File: config.mk
export PLATFORM = sky130hd
export DESIGN_NAME = minimax_search_param
export DESIGN_NICKNAME = d
export VERILOG_FILES = /design/src/rtl/minimax_search_param.sv
export SDC_FILE = /design/constraint.sdc
export NUM_CORES = 1
export LEC_CHECK = 0
export ABC_AREA = 0
export BUFFER_PORTS_ARGS = -buffer_cell sky130_fd_sc_hd__buf_2
export CORE_ASPECT_RATIO = 0.5
export CORE_MARGIN = 5
export CORE_UTILIZATION = 45
export CTS_CLUSTER_DIAMETER = 50
export CTS_CLUSTER_SIZE = 25
export DETAILED_ROUTE_END_ITERATION = 12
export PLACE_DENSITY = 0.68
export SLEW_MARGIN = 20
export SYNTH_ARGS = -nofsm -noshare
export SYNTH_HDL_FRONTEND = slang
export SYNTH_SLANG_ARGS = --single-unit
File: constraint.sdc
create_clock -name clk -period 10.31 [get_ports clk]
set_input_delay 2.062 -clock clk [delete_from_list [all_inputs] [get_ports clk]]
set_output_delay 2.062 -clock clk [all_outputs]
set_load 0.05 [all_outputs]
File: src/rtl/minimax_search_param.sv
// rtl/minimax_search_param.sv - two-ply max-min move selector for a COLS x ROWS drop-column board
`timescale 1ns/1ps
module minimax_search_param #(
   parameter int COLS    = 7,
   parameter int ROWS    = 6,
   parameter int CNT_W   = 3,
   parameter int SCORE_W = 9
) (
   input  logic                      clk,
   input  logic                      rst_n,
   input  logic                      start,
   input  logic                      enable,
   input  logic [2*COLS*ROWS-1:0]    grid_in,
   input  logic [CNT_W*COLS-1:0]     col_counts_in,
   output logic                      busy,
   output logic                      done,
   output logic                      move_valid,
   output logic [3:0]                best_col,
   output logic signed [SCORE_W-1:0] best_score,
   output logic                      eval_req,
   output logic [2*COLS*ROWS-1:0]    eval_grid,
   input  logic                      eval_ack,
   input  logic signed [SCORE_W-1:0] eval_score
);
   localparam int GW = 2*COLS*ROWS;

   typedef enum logic [2:0] {IDLE, AI_SEL, OPP_SEL, REQ, WAIT, AI_UPD, DONE} state_t;

   state_t                     state, state_nx;
   logic [GW-1:0]              grid_q;
   logic [CNT_W*COLS-1:0]      cnt_q;
   logic [GW-1:0]              g1;
   logic [3:0]                 a, o;
   logic                       min_valid, leaf, move_found;
   logic signed [SCORE_W-1:0]  cur_min, best_q;
   logic [3:0]                 best_col_int;
   logic [CNT_W-1:0]           h_ai, h_opp;
   logic                       a_end, o_end, ai_full, opp_full;

   // Filled height of one column, selected by a loop mux so any COLS works.
   function automatic logic [CNT_W-1:0] height_of(input logic [CNT_W*COLS-1:0] cnts,
                                                   input logic [3:0] col);
      height_of = '0;
      for (int c = 0; c < COLS; c++)
         if (col == 4'(c)) height_of = cnts[CNT_W*c +: CNT_W];
   endfunction

   // Board copy with one cell overwritten by the given piece code.
   function automatic logic [GW-1:0] put(input logic [GW-1:0] g, input logic [CNT_W-1:0] row,
                                          input logic [3:0] col, input logic [1:0] piece);
      put = g;
      for (int r = 0; r < ROWS; r++)
         for (int c = 0; c < COLS; c++)
            if (row == CNT_W'(r) && col == 4'(c)) put[2*(r*COLS+c) +: 2] = piece;
   endfunction

   // Column selection terms; the opponent sees column a one piece taller.
   always_comb begin
      h_ai     = height_of(cnt_q, a);
      h_opp    = height_of(cnt_q, o) + CNT_W'(o == a);
      a_end    = (a == 4'(COLS));
      o_end    = (o == 4'(COLS));
      ai_full  = (h_ai >= CNT_W'(ROWS));
      opp_full = (h_opp >= CNT_W'(ROWS));
   end

   // State register.
   always_ff @(posedge clk or negedge rst_n) begin
      if (!rst_n) state <= IDLE;
      else        state <= state_nx;
   end

   // Next-state logic; dropping enable abandons any search.
   always_comb begin
      state_nx = state;
      case (state)
         IDLE:    if (start && enable) state_nx = AI_SEL;
         AI_SEL:  if (a_end) state_nx = DONE;
                  else if (!ai_full) state_nx = OPP_SEL;
         OPP_SEL: if (o_end) state_nx = min_valid ? AI_UPD : REQ;
                  else if (!opp_full) state_nx = REQ;
         REQ:     state_nx = WAIT;
         WAIT:    if (eval_ack) state_nx = leaf ? AI_UPD : OPP_SEL;
         AI_UPD:  state_nx = AI_SEL;
         DONE:    state_nx = IDLE;
         default: state_nx = IDLE;
      endcase
      if (state != IDLE && !enable) state_nx = IDLE;
   end

   // Status outputs decoded from state.
   always_comb begin
      busy     = (state != IDLE) && (state != DONE);
      done     = (state == DONE);
      eval_req = (state == WAIT);
   end

   // Search datapath: board copies, loop indices, running min and max.
   always_ff @(posedge clk or negedge rst_n) begin
      if (!rst_n) begin
         grid_q       <= '0;
         cnt_q        <= '0;
         g1           <= '0;
         a            <= '0;
         o            <= '0;
         min_valid    <= 1'b0;
         leaf         <= 1'b0;
         move_found   <= 1'b0;
         cur_min      <= '0;
         best_q       <= '0;
         best_col_int <= '0;
         move_valid   <= 1'b0;
         best_col     <= '0;
         best_score   <= '0;
         eval_grid    <= '0;
      end else begin
         case (state)
            IDLE: begin
               if (start && enable) begin
                  grid_q       <= grid_in;
                  cnt_q        <= col_counts_in;
                  a            <= '0;
                  move_found   <= 1'b0;
                  best_col_int <= '0;
                  best_q       <= '0;
               end
            end
            AI_SEL: begin
               if (a_end) begin
                  if (enable) begin
                     move_valid <= move_found;
                     best_col   <= move_found ? best_col_int : 4'd0;
                     best_score <= move_found ? best_q : '0;
                  end
               end else if (ai_full) begin
                  a <= a + 4'd1;
               end else begin
                  g1        <= put(grid_q, h_ai, a, 2'b10);
                  o         <= '0;
                  min_valid <= 1'b0;
               end
            end
            OPP_SEL: begin
               if (o_end) begin
                  if (!min_valid) begin
                     eval_grid <= g1;
                     leaf      <= 1'b1;
                  end
               end else if (opp_full) begin
                  o <= o + 4'd1;
               end else begin
                  eval_grid <= put(g1, h_opp, o, 2'b01);
                  leaf      <= 1'b0;
               end
            end
            WAIT: begin
               if (eval_ack) begin
                  if (leaf) begin
                     cur_min <= eval_score;
                  end else begin
                     if (!min_valid || eval_score < cur_min) begin
                        cur_min   <= eval_score;
                        min_valid <= 1'b1;
                     end
                     o <= o + 4'd1;
                  end
               end
            end
            AI_UPD: begin
               if (!move_found || cur_min > best_q) begin
                  best_q       <= cur_min;
                  best_col_int <= a;
                  move_found   <= 1'b1;
               end
               a <= a + 4'd1;
            end
            default: ;
         endcase
      end
   end
endmodule

==> results of run 1 <==
-- worst max-delay path: cells and delay by family, from the launching register on --
| family | cells | cell delay (ns) |
|---|---|---|
| and+or+nand+nor | 2 | 0.35 |
| adders and majority gates | 1 | 0.88 |
| AOI/OAI and AO/OA | 5 | 1.17 |
| buffers and inverters | 3 | 1.50 |
| DFF | 1 | 0.48 |
-- worst max path at each step --
stage                                           end  slack, ns  cells after the start
after floorplan              cur_min[0]$_DFFE_PN0P_       6.49                      7
after global placement    eval_grid[75]$_DFFE_PN0P_       5.95                     16
after detailed placement   eval_grid[5]$_DFFE_PN0P_       5.74                     16
after CTS                 eval_grid[53]$_DFFE_PN0P_       5.75                     16
after global routing             g1[10]$_DFFE_PN0P_       5.49                     11
final                            g1[16]$_DFFE_PN0P_       5.79                     11
-- placed cells by master, fill, tap and decap left out, drive strengths merged, types with 3 or more instances in the layout --
| cell type | instances |
|---|---|
| nand2b | 10 |
| clkbuf | 25 |
| a22oi | 37 |
| buf | 233 |
| a31oi | 61 |
| mux2i | 13 |
| nand2 | 103 |
| a221o | 3 |
| or4 | 4 |
| nor3 | 10 |
| o41ai | 3 |
| ha | 27 |
| a21oi | 90 |
| o311ai | 4 |
| nand3 | 12 |
| nand4 | 3 |
| mux2 | 112 |
| nand3b | 6 |
| nor2b | 11 |
| nor2 | 82 |
| xor2 | 6 |
| o31ai | 4 |
| o21a | 5 |
| o211ai | 40 |
| a22o | 39 |
| and2 | 12 |
| nor4 | 3 |
| clkinv | 10 |
| dfrtp | 323 |
| inv | 115 |
| o21ai | 95 |
-- stage by stage --
step	utilization	instances	total power, mW	setup WS, ns
3_5_place_dp	0.500	1924	5.39	5.74
2_1_floorplan	-	1348	4.41	6.49
5_1_grt	0.528	1969	6.80	5.49
6_report	0.528	1969	6.44	5.79
4_1_cts	0.528	1968	6.42	5.75
3_3_place_gp	0.500	1924	5.29	5.95
-- state kept, by name, summed over array words and instances, names as in the netlist, 9 cells and up --
name	flops
eval_grid	84
g1	84
grid_q	84
cnt_q	21
best_q	9
best_score	9
cur_min	9
-- synth_stat cells, drive strengths merged (2+ instances only) --
library cell	count	share of area
nand2b	10	0.0043
a211oi	2	0.0014
xor2	6	0.0036
ha	27	0.023
inv	107	0.027
nor2b	11	0.0049
nor4	3	0.0013
mux2i	13	0.0089
and2	12	0.0051
o22ai	2	0.00086
a21oi	90	0.031
a221o	3	0.0021
nor3b	2	0.0014
and3b	2	0.0012
o21a	5	0.0026
or4	4	0.0021
buf	55	0.024
a21o	2	0.0010
o32a	2	0.0014
nand4	3	0.0013
a22oi	37	0.019
a221oi	2	0.0012
nor2	82	0.022
nand2	103	0.026
o211ai	40	0.021
and3	2	0.00086
a22o	39	0.023
a2111oi	2	0.0012
o41ai	3	0.0018
o311ai	4	0.0029
o31ai	4	0.0021
dfrtp	323	0.55
clkbuf	34	0.0087
mux2	112	0.086
a31oi	61	0.027
nand3	12	0.0044
nor3	10	0.0044
nand3b	6	0.0031
o21ai	95	0.033
or2	2	0.00086
-- kinds of logic after synthesis --
group / after synthesis / share of synthesized area
buffers and inverters: 196 / 0.0602
flip-flops: 323 / 0.553
multiplexers: 125 / 0.0951
AND/OR/NAND/NOR: 267 / 0.0856
adder cells (fa/ha/maj): 27 / 0.0231
AO/OA/AOI/OAI: 403 / 0.179
XOR/XNOR: 7 / 0.00471
-- routing by layer --
metal | share of wire | wire, microns
met4 | 0.030 | 1280
met2 | 0.49 | 20700
met5 | 0.00016 | 7
met3 | 0.076 | 3240
met1 | 0.41 | 17300
-- report_power, final --
| part | switching, mW | leakage (nW) | internal, mW |
|---|---|---|---|
| clock network | 0.549 | 0.424 | 0.482 |
| logic | 2.23 | 3.27 | 0.945 |
| registers | 0.398 | 3.91 | 1.84 |
| total | 3.18 | 7.61 | 3.27 |
-- area by class of cell --
class                   count  area, sq um  share of cell area
flip-flops and latches    323         8080               0.480
multi-input cells         829         5700               0.339
repair buffers            233         1230              0.0729
clock buffers              25          614              0.0365
well taps                 432          541              0.0321
inverters                 107          402              0.0239
clock inverters            19          268              0.0159
diodes                      1         2.50            0.000149
==> out/results.txt, run 1 <==
final slew viol count = 0
final hold violations = 0
pwr/cell area = 383 mW/mm^2
Worst Hold Margin = 0.480 ns
Register-to-Register Path Depth = 11
WP data required = 10.79 ns
Sink Count = 323
CTS Root Cell = clkbuf_16
Reg-to-Reg Start = a[1]$_DFFE_PN0P_
# port buffers = 219
Max IR drop VDD = 0.382 mV
sequential element share of the synthesized area = 0.553
Async SR Flop Fraction = 1.00
syn nets = 1494
WS Path Type = reg2reg
Top FF cell, synth = dfrtp_1
GR Util met2 = 0.385
Cell Area, Synth = 0.0146 sq mm
DRT iter0 DRCs = 1186
Worst EP arrival = 5.00 ns
hold depth = 2
Crit. End Element = flop
Max FO, Critical Path = 98
crit path cell chain = inv_1 > ha_1 > nor2b_1 > a221o_1 > a31oi_4 > nor2_2 > a21boi_4 > buf_4 > buf_4 > o211ai_1 > o21ai_0
RePlAce Congestion = 0.935
CTS Buf Count = 24
worst min path class = reg2reg
Final #Nets = 1664
die boundary width = 265 microns
Top Ports = 220
CTS tree = done
number of synthesized flops with an enable pin = 0
Max-Slew Margin vs Limit = 0.216
share of cells above drive strength 1 = 0.270
Startpoint Class = flop
fin area = 0.0168 sq mm
die area = 0.0364 sq mm
Area after DPL = 0.0159 sq mm
Reg clk slew, reported paths = 0.09 ns
H-tree level count = 1
RSZ-0062 raised after global routing = no
first-pass GRT wire length = 65700 microns
wire per inst = 21.6 microns
Clock Skew = 0.0357 ns
maximum buffer depth of the clock tree = 3
Routed WL = 42600 microns
Worst Max-Slew Pin Slew = 1.17 ns
hold_buf cts = 0
Initial Util = 0.459
Post-Synthesis Cells = 1348
CP dominant cell by count = buf_4
Leakage = 7.61 nW
vias in the first global route = 11600
Hold Startpoint = best_score[3]$_DFFE_PN0P_
Post-CTS Setup Repair Bufs = 0
Std-Cell Rows = 46
final-report setup violation count = 0
Total GRT Usage = 0.229
Top Usage Layer GRT = met2
fin crit share = 0.439
reg2reg setup slack = 5.79 ns
Die H = 137 microns
status = finished, final reports clean
crit-path max cell delay = 0.88 ns
minimum clock period = 4.52 ns
# fillers = 2784
met1 GRT Util = 0.302
synthesized flop and latch total = 323
pin count of the biggest net entering global routing = 127
Hold Crit Endpoint = best_score[3]$_DFFE_PN0P_
core area = 0.0319 sq mm
Avg Vias per Cell = 5.74
antenna viol nets, final = 0
first drt pass iteration count = 6
post-synth cell types = 69
met3 Usage GRT = 0.0498
worst r2r dst = g1[16]$_DFFE_PN0P_
setup_tns = 0 ns
slowest CP cell = ha_1
synthesis-to-layout area growth = 15.1%
GRT Residual Overflow = 0
vias = 11300
drc violations = 0
Clk Latency, worst-skew pair = 0.58 ns
Max Cap Viol = 0
fmax = 221 MHz
post-CTS sizing = 0
HPWL Detailed = 29900 microns
Synthesis Warnings = 0
CP Launch Point = a[1]$_DFFE_PN0P_
mean area per synthesized cell = 10.8 sq um
initial antenna violation count = 2
(Power assumes the default switching activity.)
==> inputs of run 2 (changes only) <==
==> constraint.sdc (replaced) <==
create_clock -name clk -period 4.61 [get_ports clk]
set_input_delay 0.922 -clock clk [delete_from_list [all_inputs] [get_ports clk]]
set_output_delay 0.922 -clock clk [all_outputs]
set_load 0.05 [all_outputs]
==> out/results.txt, run 2 (synthesis results as in run 1) <==
maximum buffer depth of the clock tree = 3 (unchanged)
Leakage = 7.60 nW (-0.12%)
RSZ-0062 raised after global routing = no
H-tree level count = 1 (unchanged)
Bufs and invs on worst path = 2 (-1)
WP data required = 5.06 ns (-5.73 ns)
Avg Vias per Cell = 5.76 (+0.22%)
CTS Buf Count = 23 (-4.2%)
Top Registers = eval_grid: 84 flops, g1: 84 flops, grid_q: 84 flops
fin area = 0.0168 sq mm (-0.33%)
RePlAce Congestion = 0.878 (-6.1%)
Max Cap Viol = 0 (unchanged)
hold_buf cts = 0 (unchanged)
WS Path Type = reg2reg
Max-Slew Margin vs Limit = 0.232 (+0.0164)
setup_tns = 0 ns (unchanged)
P_sw = 7.02 mW (+120%)
CP dominant cell by count = ha_1
DRT iter0 DRCs = 1079 (-9.0%)
Comb pwr share = 0.499 (+0.007)
Post-CTS Setup Repair Bufs = 0 (unchanged)
# fillers = 2833 (+1.8%)
Crit. End Element = flop
die area = 0.0364 sq mm (unchanged)
status = finished, final reports clean
Sequential Power Share = 0.352 (+0.005)
Die H = 137 microns (unchanged)
pin count of the biggest net entering global routing = 157 (+24%)
vias = 11300 (+0.17%)
Initial Util = 0.459 (unchanged)
Std-Cell Rows = 46 (unchanged)
Final #Nets = 1669 (+0.30%)
crit path cell chain = inv_1 > ha_1 > nand3b_1 > a21oi_1 > a21oi_1 > o21ai_0 > nor2_1 > a211oi_1 > ha_1 > ha_1 > nand2_1 > nor4_1 > or3b_4 > buf_12 > a31oi_1 > a22o_1
clock group share of total power = 0.148 (-0.012)
minimum clock period = 3.96 ns (-0.564 ns)
fin crit share = 0.858 (+0.420)
Reg clk slew, reported paths = 0.10 ns (about the same)
final-report setup violation count = 0 (unchanged)
Clk Latency, worst-skew pair = 0.55 ns (-0.03 ns)
initial antenna violation count = 0 (-2)
switching share of power = 0.488 (-0.00487)
core area = 0.0319 sq mm (unchanged)
Clock Skew = 0.0262 ns (-0.00958 ns)
Max IR drop VDD = 0.883 mV (+130%)
worst min path class = in2async
first drt pass iteration count = 5 (-1)
first-pass GRT wire length = 64900 microns (-1.3%)
slowest CP cell = nor4_1
Worst Max-Slew Pin Slew = 1.15 ns (-0.0246 ns)
Area after DPL = 0.0160 sq mm (+0.46%)
Routed WL = 42400 microns (-0.32%)
family with the most delay on the worst path = simple AND/OR/NAND/NOR gates
crit-path max cell delay = 0.47 ns (-0.41 ns)
Top Ports = 220 (unchanged)
Max FO, Critical Path = 132 (+35%)
die boundary width = 265 microns (unchanged)
Sink Count = 323 (unchanged)
antenna viol nets, final = 0 (unchanged)
synthesis-to-layout area growth = 14.8%
GRT Residual Overflow = 0 (unchanged)
drc violations = 0 (unchanged)
non-filler cells in the finished layout = 1968 (-0.051%)
Total GRT Usage = 0.226 (-0.00320)
vias in the first global route = 11400 (-1.2%)
fmax = 253 MHz (+14%)
post-CTS sizing = 0 (unchanged)
# port buffers = 219 (unchanged)
pwr/cell area = 857 mW/mm^2 (+120%)
Diodes inserted = 0 (-1)
CTS tree = done
Startpoint Class = flop
CTS Root Cell = clkbuf_16
most frequent cells in the layout = dfrtp_1 (323), buf_2 (218), mux2_2 (112)
most common cell after layout, fill and taps aside = dfrtp_1
Worst EP arrival = 4.40 ns (-0.60 ns)
share of cells above drive strength 1 = 0.267 (-0.00326)
final slew viol count = 0 (unchanged)
Post-Place Cells = 1930 (+0.31%)
Int Power = 7.36 mW (+130%)
final hold violations = 0 (unchanged)
Worst Hold Margin = 0.409 ns (-0.0717 ns)
Final Util = 0.526 (-0.00177)
HPWL Detailed = 30100 microns (+0.79%)
wire per inst = 21.6 microns (-0.27%)
run 2: cell count changes in the layout (fill, tap and decap cells not counted), sizes merged:
cell,before,now
clkinv,10,4
buf,233,239
bufinv,0,1
clkinvlp,1,0
inv,115,113
clkbuf,25,27
diode,1,0
run 2: stage by stage:
stage          setup slack, ns  total power [mW]
2_1_floorplan             1.26              9.85
3_3_place_gp             0.920              12.0
3_5_place_dp             0.707              12.2
4_1_cts                  0.728              14.3
5_1_grt                  0.362              15.1
6_report                 0.652              14.4
run 2: path summary, 6_finish.rpt:
kind / from / end / slack (ns) / cells past startpoint
hold / removal: rst_n / cur_min[1]$_DFFE_PN0P_ / 0.41 / 1
min in group clk: best_col[2]$_DFFE_PN0P_ / best_col[2]$_DFFE_PN0P_ / 0.48 / 2
max in group asynchronous: rst_n / grid_q[27]$_DFFE_PN0P_ / 3.16 / 2
setup reg to reg: o[1]$_DFFE_PN0P_ / eval_grid[15]$_DFFE_PN0P_ / 0.65 / 16
hold reg to reg: best_col[2]$_DFFE_PN0P_ / best_col[2]$_DFFE_PN0P_ / 0.48 / 2
setup / recovery: o[1]$_DFFE_PN0P_ / eval_grid[15]$_DFFE_PN0P_ / 0.65 / 16
run 2: cell type report:
type	count	area (sq um)	share of cell area
Sequential cell	323	8080	0.482
Inverter	107	402	0.0239
Timing Repair Buffer	239	1320	0.0786
Clock inverter	11	151	0.00902
Tap cell	432	541	0.0322
Multi-Input combinational cell	829	5680	0.338
Clock buffer	27	611	0.0364
run 2: metal layers:
| metal | wire length (microns) | part of all wire | GRT usage |
|---|---|---|---|
| met1 | 17500 | 0.41 | 0.300 |
| met2 | 20400 | 0.48 | 0.376 |
| met4 | 1400 | 0.033 | 0.0718 |
| met5 | 0 | 0 | 0 |
| met3 | 3190 | 0.075 | 0.0510 |
run 2: power groups by stage:
stage                     logic, mW  registers, mW  clock network [mW]
final                          7.18           5.07                2.14
after global routing           7.65           5.19                2.28
after CTS                      7.10           5.06                2.17
after detailed placement       7.09           5.10                   0
after global placement         6.89           5.08                   0
after floorplan                3.88           5.98                   0
run 2: worst reg2reg max path, delay by kind of cell (launching register included):
family	cells	cell delay (ns)
compound gates	6	1.10
simple gates	5	1.09
fa+ha+maj	3	0.74
buf+inv	2	0.48
flops	1	0.45
